==> config.mk <==
export PLATFORM = sky130hd
export DESIGN_NAME = cpu_lsu
export DESIGN_NICKNAME = d
export VERILOG_FILES = /design/src/rtl/cpu_pkg.sv /design/src/rtl/cpu_data_extend.sv /design/src/rtl/cpu_lsu.sv
export SDC_FILE = /design/constraint.sdc
export NUM_CORES = 1
export LEC_CHECK = 0
export CORE_AREA = 3 3 118 234
export DETAILED_ROUTE_END_ITERATION = 8
export DIE_AREA = 0 0 121 237
export HOLD_SLACK_MARGIN = 0.06
export PLACE_DENSITY_LB_ADDON = 0.05
export SYNTH_ARGS = -nofsm -noshare
export SYNTH_HDL_FRONTEND = slang
export SYNTH_SLANG_ARGS = --single-unit
==> constraint.sdc <==
create_clock -name clk -period 2 [get_ports clk]
set_input_delay 0.5 -clock clk [delete_from_list [all_inputs] [get_ports clk]]
set_output_delay 0.5 -clock clk [all_outputs]
set_load 0.005 [all_outputs]
==> src/rtl/cpu_pkg.sv <==
// Shared definitions for the CPU load/store path: funct3 encodings,
// LSU state encoding and small decode helpers.
package cpu_pkg;

   localparam logic [2:0] F3_B  = 3'b000;
   localparam logic [2:0] F3_H  = 3'b001;
   localparam logic [2:0] F3_W  = 3'b010;
   localparam logic [2:0] F3_BU = 3'b100;
   localparam logic [2:0] F3_HU = 3'b101;

   typedef enum logic [1:0] {
      ST_IDLE = 2'd0,
      ST_ACC0 = 2'd1,
      ST_ACC1 = 2'd2,
      ST_RESP = 2'd3
   } lsu_state_e;

   // Byte mask of the access size before lane shifting; zero for illegal codes.
   function automatic logic [3:0] size_mask(input logic [2:0] funct3);
      logic [3:0] m;
      case (funct3)
         F3_B, F3_BU: m = 4'b0001;
         F3_H, F3_HU: m = 4'b0011;
         F3_W:        m = 4'b1111;
         default:     m = 4'b0000;
      endcase
      return m;
   endfunction

   function automatic logic funct3_ok(input logic we, input logic [2:0] funct3);
      logic ok;
      case (funct3)
         F3_B, F3_H, F3_W: ok = 1'b1;
         F3_BU, F3_HU:     ok = !we;
         default:          ok = 1'b0;
      endcase
      return ok;
   endfunction

endpackage

==> src/rtl/cpu_data_extend.sv <==
// Sign/zero extension of a right-aligned load result according to funct3.
module cpu_data_extend
   import cpu_pkg::*;
(
   input  logic [2:0]  funct3_i,
   input  logic [31:0] data_i,
   output logic [31:0] data_o
);

   always_comb begin
      data_o = data_i;
      case (funct3_i)
         F3_B:    data_o = {{24{data_i[7]}}, data_i[7:0]};
         F3_H:    data_o = {{16{data_i[15]}}, data_i[15:0]};
         F3_BU:   data_o = {24'h000000, data_i[7:0]};
         F3_HU:   data_o = {16'h0000, data_i[15:0]};
         default: data_o = data_i;
      endcase
   end

endmodule

==> src/rtl/cpu_lsu.sv <==
// Load/store unit: one request at a time, word bus, up to two beats per access.
// Define CPU_LSU_MISALIGNED_EN to split word-crossing accesses; otherwise they fault.
module cpu_lsu
   import cpu_pkg::*;
(
   input  logic        clk,
   input  logic        rst_n,
   input  logic        req_valid,
   output logic        req_ready,
   input  logic        req_we,
   input  logic [2:0]  req_funct3,
   input  logic [31:0] req_addr,
   input  logic [31:0] req_wdata,
   output logic        mem_valid,
   input  logic        mem_ready,
   output logic [31:0] mem_addr,
   output logic        mem_we,
   output logic [3:0]  mem_wstrb,
   output logic [31:0] mem_wdata,
   input  logic [31:0] mem_rdata,
   output logic        resp_valid,
   output logic [31:0] resp_data,
   output logic        resp_fault
);

   // Handshake: a request transfers on a rising edge where req_valid & req_ready;
   // a bus beat completes on a rising edge where mem_valid & mem_ready, and all
   // mem_* outputs hold steady until then.

   lsu_state_e  state_q;
   logic        we_q;
   logic [2:0]  funct3_q;
   logic [1:0]  off_q;
   logic        fault_q;
   logic        two_q;
   logic [3:0]  wstrb_hi_q;
   logic [31:0] wdata_hi_q;
   logic [31:0] beat0_q;

   logic        mem_valid_q;
   logic [31:0] mem_addr_q;
   logic        mem_we_q;
   logic [3:0]  mem_wstrb_q;
   logic [31:0] mem_wdata_q;
   logic        resp_valid_q;
   logic [31:0] resp_data_q;
   logic        resp_fault_q;

   logic [7:0]  st_wstrb8_d;
   logic [63:0] st_wdata64_d;
   logic        need_two_d;
   logic        acc_fault_d;

   logic [31:0] ld_lo_d;
   logic [31:0] ld_hi_d;
   logic [31:0] ld_raw_d;
   logic [31:0] ld_ext_d;

   // Lane placement of the incoming request, spread across two bus words.
   always_comb begin
      st_wstrb8_d  = {4'b0000, size_mask(req_funct3)} << req_addr[1:0];
      st_wdata64_d = {32'h0, req_wdata} << {req_addr[1:0], 3'b000};
      need_two_d   = |st_wstrb8_d[7:4];
`ifdef CPU_LSU_MISALIGNED_EN
      acc_fault_d  = !funct3_ok(req_we, req_funct3);
`else
      acc_fault_d  = !funct3_ok(req_we, req_funct3) || need_two_d;
`endif
   end

   // Load alignment: the beat completing now joins the earlier beat, if any.
   always_comb begin
      ld_lo_d  = mem_rdata;
      ld_hi_d  = 32'h0;
      if (state_q == ST_ACC1) begin
         ld_lo_d = beat0_q;
         ld_hi_d = mem_rdata;
      end
      ld_raw_d = 32'({ld_hi_d, ld_lo_d} >> {off_q, 3'b000});
   end

   cpu_data_extend u_extend (
      .funct3_i (funct3_q),
      .data_i   (ld_raw_d),
      .data_o   (ld_ext_d)
   );

   always_ff @(posedge clk) begin
      if (!rst_n) begin
         state_q      <= ST_IDLE;
         we_q         <= 1'b0;
         funct3_q     <= 3'b000;
         off_q        <= 2'b00;
         fault_q      <= 1'b0;
         two_q        <= 1'b0;
         wstrb_hi_q   <= 4'h0;
         wdata_hi_q   <= 32'h0;
         beat0_q      <= 32'h0;
         mem_valid_q  <= 1'b0;
         mem_addr_q   <= 32'h0;
         mem_we_q     <= 1'b0;
         mem_wstrb_q  <= 4'h0;
         mem_wdata_q  <= 32'h0;
         resp_valid_q <= 1'b0;
         resp_data_q  <= 32'h0;
         resp_fault_q <= 1'b0;
      end else begin
         case (state_q)
            ST_IDLE: begin
               if (req_valid) begin
                  we_q        <= req_we;
                  funct3_q    <= req_funct3;
                  off_q       <= req_addr[1:0];
                  fault_q     <= acc_fault_d;
                  two_q       <= need_two_d;
                  wstrb_hi_q  <= req_we ? st_wstrb8_d[7:4] : 4'h0;
                  wdata_hi_q  <= req_we ? st_wdata64_d[63:32] : 32'h0;
                  mem_valid_q <= !acc_fault_d;
                  mem_addr_q  <= {req_addr[31:2], 2'b00};
                  mem_we_q    <= req_we;
                  mem_wstrb_q <= req_we ? st_wstrb8_d[3:0] : 4'h0;
                  mem_wdata_q <= req_we ? st_wdata64_d[31:0] : 32'h0;
                  state_q     <= ST_ACC0;
               end
            end
            ST_ACC0: begin
               if (fault_q) begin
                  resp_valid_q <= 1'b1;
                  resp_fault_q <= 1'b1;
                  resp_data_q  <= 32'h0;
                  state_q      <= ST_RESP;
               end else if (mem_ready) begin
                  beat0_q <= mem_rdata;
                  if (two_q) begin
                     mem_addr_q  <= mem_addr_q + 32'd4;
                     mem_wstrb_q <= wstrb_hi_q;
                     mem_wdata_q <= wdata_hi_q;
                     state_q     <= ST_ACC1;
                  end else begin
                     mem_valid_q  <= 1'b0;
                     resp_valid_q <= 1'b1;
                     resp_fault_q <= 1'b0;
                     resp_data_q  <= we_q ? 32'h0 : ld_ext_d;
                     state_q      <= ST_RESP;
                  end
               end
            end
            ST_ACC1: begin
               if (mem_ready) begin
                  mem_valid_q  <= 1'b0;
                  resp_valid_q <= 1'b1;
                  resp_fault_q <= 1'b0;
                  resp_data_q  <= we_q ? 32'h0 : ld_ext_d;
                  state_q      <= ST_RESP;
               end
            end
            ST_RESP: begin
               resp_valid_q <= 1'b0;
               resp_fault_q <= 1'b0;
               state_q      <= ST_IDLE;
            end
            default: state_q <= ST_IDLE;
         endcase
      end
   end

   assign req_ready  = (state_q == ST_IDLE);
   assign mem_valid  = mem_valid_q;
   assign mem_addr   = mem_addr_q;
   assign mem_we     = mem_we_q;
   assign mem_wstrb  = mem_wstrb_q;
   assign mem_wdata  = mem_wdata_q;
   assign resp_valid = resp_valid_q;
   assign resp_data  = resp_data_q;
   assign resp_fault = resp_fault_q;

endmodule
=== After elaboration in Yosys (flattened, before gate mapping) ===
Index checks and enable logic that the tools add are counted.

* Add/subtract/negate cells: 1
* Multiply operators: 0
* Div/mod/pow operators: 0
* Order comparisons: 0
* Equal/unequal tests: 18
* Shift-type cells: 3
* Mux-type cells: 49
* Bitwise operators: 1
* Reductions and logical operators: 23

{| class="wikitable"
|+ Operators by type and width
! cell !! number
|-
| $mux W32 || 17
|-
| $pmux W32 S2 || 3
|-
| $pmux W32 S4 || 1
|-
| $shl A32 B5 Y64 || 1
|-
| $shr A64 B5 Y32 || 1
|-
| $add A32 B3 Y32 const B || 1
|-
| $mux W4 || 6
|-
| $eq A3 B3 Y1 const B || 4
|-
| $ne A2 B2 Y1 const B || 6
|-
| $pmux W4 S3 || 1
|-
| $mux W1 || 11
|-
| $pmux W1 S3 || 3
|-
| $mux W2 || 4
|-
| $pmux W2 S4 || 1
|-
| $pmux W4 S2 || 1
|-
| $reduce_and A4 Y1 || 2
|-
| $shl A4 B2 Y8 || 1
|-
| $eq A3 B1 Y1 const B || 2
|-
| $logic_not A3 Y1 || 2
|-
| $ne A3 B3 Y1 const B || 2
|-
| $reduce_and A3 Y1 || 2
|-
| $reduce_and A6 Y1 || 1
|-
| $reduce_bool A3 Y1 || 2
|-
| $reduce_or A2 Y1 || 3
|-
| other kinds (13) || 17
|}

* Register bits: 181
* Bits in latches: 0
* Memory bits (writable): 0
* Memory bits (read-only): 0
* Bits of input ports: 104
* Output and inout port bits: 105
* Logic and storage cells: 111
* Memories: 0

=== Logic depth before layout (Yosys ltp) ===
* Depth in word-level cells: 9
* Mapped depth: 11
* Gate-level depth less buffers: 7

=== Hierarchy ===
Synthesis repeated with hierarchy kept, for this count alone.

* Cell total of the unflattened synthesis: 1231
* Area total of the unflattened synthesis: 9251.4 um2

{| class="wikitable"
|+ By module, submodules not included
! module !! instances !! cells an instance !! area an instance (um2) !! seq. area each (um2)
|-
| cpu_lsu || 1 || 1164 || 8896.0 || 3403.3
|-
| cpu_data_extend || 1 || 67 || 355.3 || 0.0
|}

=== Worst setup path before layout ===
No wires, ideal clock.

* Kind: register to register
* From: register state_q[0]
* To: register wstrb_hi_q[2]
* Setup time: 0.128 ns
* Arrival time: 1.905 ns
* Data required time: 1.872 ns
* Setup slack: -0.032 ns
* Stages on the path, launching flop included: 12
* Buffers on the path: 4
* Period minus slack after synthesis: 2.032 ns
* Cell sequence: dfxtp_1 inv_1 ha_1 buf_2 and2_1 buf_2 and3_1 buf_2 and2_1 buf_2 a22oi_1 nor2_1

* Longest elaborated chain between the ends: 2

{| class="wikitable"
|+ RTL lines
! what !! RTL line !! text
|-
| start: declaration || cpu_lsu.sv:30 || <nowiki>lsu_state_e state_q;</nowiki>
|-
| start signal: assignment || cpu_lsu.sv:90 || <nowiki>state_q <= ST_IDLE;</nowiki>
|-
| start signal: assignment || cpu_lsu.sv:123 || <nowiki>state_q <= ST_ACC0;</nowiki>
|-
| start signal: assignment || cpu_lsu.sv:131 || <nowiki>state_q <= ST_RESP;</nowiki>
|-
| $logic_not A2 Y1 || -- ||
|-
| via req_ready || cpu_lsu.sv:9 || <nowiki>output logic req_ready,</nowiki>
|-
| $reduce_and A2 Y1 (no source line) || -- ||
|-
| end signal: assignment || cpu_lsu.sv:116 || <nowiki>wstrb_hi_q <= req_we ? st_wstrb8_d[7:4] : 4'h0;</nowiki>
|-
| end: declaration || cpu_lsu.sv:36 || <nowiki>logic [3:0] wstrb_hi_q;</nowiki>
|}

The timed path passes the listed nets, and every way through them passes these cells.
A chain may end at the register's enable or synchronous reset.

=== Final worst setup path ===
* From: register state_q[0]
* To: register resp_data_q[29], in the netlist resp_data[29]

* Longest elaborated chain between the ends: 9
* Elaborated cells on any way between the ends: 17
* Those cells by class: eq/ne (5); shift (1); mux (9); reduce/logical (2)

{| class="wikitable"
|+ RTL lines
! what !! RTL line !! text
|-
| $eq A2 B2 Y1 || cpu_lsu.sv:75, cpu_lsu.sv:108 ||
|-
| $mux W32 || cpu_lsu.sv:75 || <nowiki>if (state_q == ST_ACC1) begin</nowiki>
|-
| $shr A64 B5 Y32 || cpu_lsu.sv:79 || <nowiki>ld_raw_d = 32'({ld_hi_d, ld_lo_d} >> {off_q, 3'b000});</nowiki>
|-
| $pmux W32 S4 || cpu_data_extend.sv:12 || <nowiki>case (funct3_i)</nowiki>
|-
| $mux W32 || cpu_lsu.sv:143, cpu_lsu.sv:153 ||
|-
| $mux W32 || cpu_lsu.sv:134 || <nowiki>if (two_q) begin</nowiki>
|-
| $mux W32 || cpu_lsu.sv:132 || <nowiki>end else if (mem_ready) begin</nowiki>
|-
| $mux W32 || cpu_lsu.sv:127 || <nowiki>if (fault_q) begin</nowiki>
|-
| $pmux W32 S2 || cpu_lsu.sv:108 || <nowiki>case (state_q)</nowiki>
|-
| end signal: assignment || cpu_lsu.sv:143 || <nowiki>resp_data_q <= we_q ? 32'h0 : ld_ext_d;</nowiki>
|-
| end signal: assignment || cpu_lsu.sv:153 || <nowiki>resp_data_q <= we_q ? 32'h0 : ld_ext_d;</nowiki>
|-
| end: declaration || cpu_lsu.sv:46 || <nowiki>logic [31:0] resp_data_q;</nowiki>
|}

Several ways; a longest one is shown, not always the timed one. The select of a mux whose other input is x is not followed.

==> reports/summary.json <==
{
  "antennaDiodeCount": 0,
  "final_nets": 1559,
  "post_synth_inst_count": 1135,
  "cts-hold-fix-buffers": 0,
  "top_layer": "met4",
  "reg2reg_depth": 9,
  "setup_viol_count_final": 2,
  "layout-drive-gt1-share": 0.231,
  "failed_checks": "negative setup slack",
  "drt-met1-wl_mm": 13.1,
  "numPortBuffers": 206,
  "detailroute.wirelength.met3_mm": 1.37,
  "placed_area_sq_um": 12700,
  "reg2reg_setup_slack_ns": -0.003,
  "synth_enable_flop_cells": 0,
  "vias_per_cell": 5.49,
  "clock_latency_at_the_later_pin_of_the_worst_skew_pair_ns": 0.45,
  "regArea_sq_um": 3420,
  "clkPwrFrac": 0.193,
  "cellLeakagePower_nw": 5.18,
  "grt_pass1_vias": 9744,
  "die-area_sq_um": 28700,
  "met2_length_mm": 21.3,
  "ys_seq_area_frac": 0.375,
  "dp_hpwl_mm": 28.4,
  "crit_path_end_kind": "flip-flop",
  "comb_power_share": 0.516,
  "yosys_warnings": 0,
  "worst_ep_arrival_time_ns": 2.34,
  "final.setup_skew_ns": 0.00797,
  "area.growth.synth_to_final_pct": 51.2,
  "final-instance-count-excl-fill": 1806,
  "dp_cells": 1761,
  "power_density_nw_per_um2": 1290,
  "worstHoldPathType": "reg -> reg",
  "timing.final.crit_period_ns": 2.00,
  "ir_drop_mv": 0.711,
  "finalHoldViolCount": 0,
  "tritoncts_clock_tree": "yes",
  "hold-path-cell-count": 2,
  "worstSetupStartpointType": "flip-flop",
  "slew-limit-headroom": 0.521,
  "track_usage": 0.256,
  "biggest_fanout_along_the_worst_timing_path": 8,
  "power.sequential.fraction": 0.291,
  "cts_htree_levels": 4,
  "power.share.switching": 0.382,
  "holdPathEnd": "resp_data[23]$_SDFFE_PN0P_",
  "routed_wl_mm": 37.7,
  "footprint_of_the_multi_input_gates_sq_um": 5460,
  "report.final.slew_viol_count": 0,
  "ys_dominant_reg_cell": "dfxtp_1",
  "internal_portion_of_total_power_mw": 10.9,
  "wl_cell_um": 20.9,
  "die_w_um": 121,
  "global_route_wire_length_before_repair_mm": 56.3,
  "ys_seq_elements": 170,
  "reg_to_reg_critical_path_endpoint": "resp_data[29]$_SDFFE_PN0P_",
  "critical_path_class": "reg -> reg",
  "number_of_placement_rows": 84,
  "whs_ns": 0.447,
  "synth-async-reset-ratio": 0,
  "power.switching_mw": 6.76,
  "run_status": "finished, violations left",
  "grt_max_degree": 39,
  "gpl.final_weighted_congestion": 0.912,
  "floorplan.core_area_sq_um": 26200,
  "period_share": 1.00,
  "drcViolationCount": 0,
  "die_height_um": 237,
  "dp_slack_ns": -0.460,
  "setup_repair_after_global_routing_missed_its_margin": "yes",
  "netlist-cell-type-count": 66,
  "netlist_area_sq_um": 9080,
  "initial_core_util": 0.347,
  "detailedRoute.firstIterationViolations": 640,
  "number_of_clock_buffers_inserted_by_tritoncts": 17,
  "via_count": 9922,
  "slew_at_the_pin_closest_to_its_max_slew_limit_ns": 0.717,
  "cp_data_required_time_ns": 2.34,
  "root_buffer": "clkbuf_16",
  "clock_sinks": 170,
  "antenna_violating_nets_post_route": 0,
  "average_cell_area_after_synthesis_sq_um": 8.00,
  "cap_violations": 0,
  "grt_remaining_overflow": 0,
  "detailedRoute.firstPassIterationCount": 5,
  "clockBufferDepth": 2,
  "fmax_mhz": 499,
  "r2r_start": "state_q[0]$_SDFFE_PN0P_",
  "clk_transition_reported_paths_ns": 0.07,
  "floorplan.io_pins": 209,
  "final_area_sq_um": 13700,
  "post-route-worst-setup-slack_ns": -0.00287,
  "number_of_antenna_violations_at_the_first_check_in_global_routing": 0,
  "fill_cells": 2560,
  "totalPowerFinal_mw": 17.7,
  "worstHoldStart": "resp_data[23]$_SDFFE_PN0P_"
}
[through the flow]
step | TNS [ns] | utilization
2_1_floorplan | 0 | -
3_3_place_gp | -22.81 | 0.485
3_5_place_dp | -24.66 | 0.485
4_1_cts | -3.99 | 0.510
5_1_grt | -0.771 | 0.524
6_report | -0.00387 | 0.524
[sequential cells by signal, summed over array words and instances, names as in the netlist, 2 cells and up]
signal,cells
off_q,2
mem_wstrb,4
state_q,2
funct3_q,3
beat0_q,32
resp_data,32
wstrb_hi_q,3
mem_wdata,32
mem_addr,30
wdata_hi_q,24
[Yosys cell counts, types with 11 or more instances]
library cell / number / area share
o22ai_1: 14 / 0.0096
buf_2: 29 / 0.016
a22oi_1: 38 / 0.031
nor2_1: 99 / 0.041
mux2i_1: 52 / 0.057
a31oi_1: 13 / 0.0090
a311oi_1: 11 / 0.011
o21ai_0: 55 / 0.030
nand3_1: 25 / 0.014
clkbuf_1: 55 / 0.023
and3_1: 15 / 0.010
inv_1: 12 / 0.0050
dfxtp_1: 170 / 0.37
nand2_1: 192 / 0.079
a211oi_1: 14 / 0.012
mux2_2: 41 / 0.051
nor3_1: 34 / 0.019
a21oi_1: 82 / 0.045
nand4_1: 17 / 0.012
[power groups by stage]
stage               clock, mW  sequential, mW  combinational (mW)
finish                   3.40            5.15                9.13
CTS                      3.48            5.14                8.69
detailed placement          0            5.19                8.48
global placement            0            5.20                8.44
floorplan                   0            5.09                3.87
global route             3.61            5.27                9.86
[critical path, cell delays in order, from the launching register on]
cell and delay (ns):
dfxtp_2 0.32, inv_2 0.07, ha_4 0.23, mux2_4 0.38
o22ai_4 0.20, nor4_4 0.06, o31ai_4 0.25, buf_6 0.15
clkbuf_16 0.15, o21ai_1 0.07
[timing repair]
| item | CTS | global route |
|---|---|---|
| setup buffers | 0 | 10 |
| setup endpoints to repair | 67 | 99 |
| resized for setup | 20 | 64 |
| pin swaps | 1 | 18 |
| cloned | 1 | 2 |
[worst max-delay path by stage]
stage                            startpoint                          to  cells past startpoint
finish              state_q[0]$_SDFFE_PN0P_  resp_data[29]$_SDFFE_PN0P_                      9
global route        state_q[0]$_SDFFE_PN0P_  resp_data[23]$_SDFFE_PN0P_                      9
CTS                 state_q[0]$_SDFFE_PN0P_  resp_data[17]$_SDFFE_PN0P_                      8
detailed placement                mem_ready      mem_valid$_SDFFE_PN0P_                      7
global placement                  mem_ready      mem_valid$_SDFFE_PN0P_                      7
floorplan           state_q[0]$_SDFFE_PN0P_  resp_data[23]$_SDFFE_PN0P_                      9
[routing by layer]
| metal | global-route usage | vias up |
|---|---|---|
| li1 | - | 4761 |
| met1 | 0.258 | 4736 |
| met2 | 0.506 | 337 |
| met3 | 0.0339 | 88 |
| met4 | 0.114 | 0 |
| met5 | 0 | - |
[cells in the final DEF (no fill, tap or decap), types with 25 or more instances in the layout]
| master | count |
|---|---|
| a21oi_1 | 81 |
| a22oi_1 | 38 |
| buf_4 | 158 |
| clkdlybuf4s50_1 | 205 |
| dfxtp_1 | 153 |
| mux2_2 | 38 |
| mux2i_1 | 51 |
| nand2_1 | 189 |
| nand3_1 | 25 |
| nor2_1 | 92 |
| nor3_1 | 34 |
| o21ai_0 | 50 |
[logic make-up (layout without fill, tap and decap cells)]
group	Yosys count	after routing	synth area share
and+or+nand+nor	435	435	0.221
adders and majority gates	6	6	0.00827
muxes	93	93	0.108
DFF	170	170	0.375
buffers and inverters	111	437	0.0524
other	1	2	0.000413
AOI/OAI and AO/OA	319	319	0.234
[layout make-up]
| type | count | share of cell area |
|---|---|---|
| multi-input combinational | 855 | 0.398 |
| timing repair buffer | 392 | 0.274 |
| sequential | 170 | 0.250 |
| tap | 344 | 0.0314 |
| clock buffer | 18 | 0.0313 |
| clock inverter | 14 | 0.0117 |
| inverter | 13 | 0.00410 |
(Power assumes the default switching activity.)
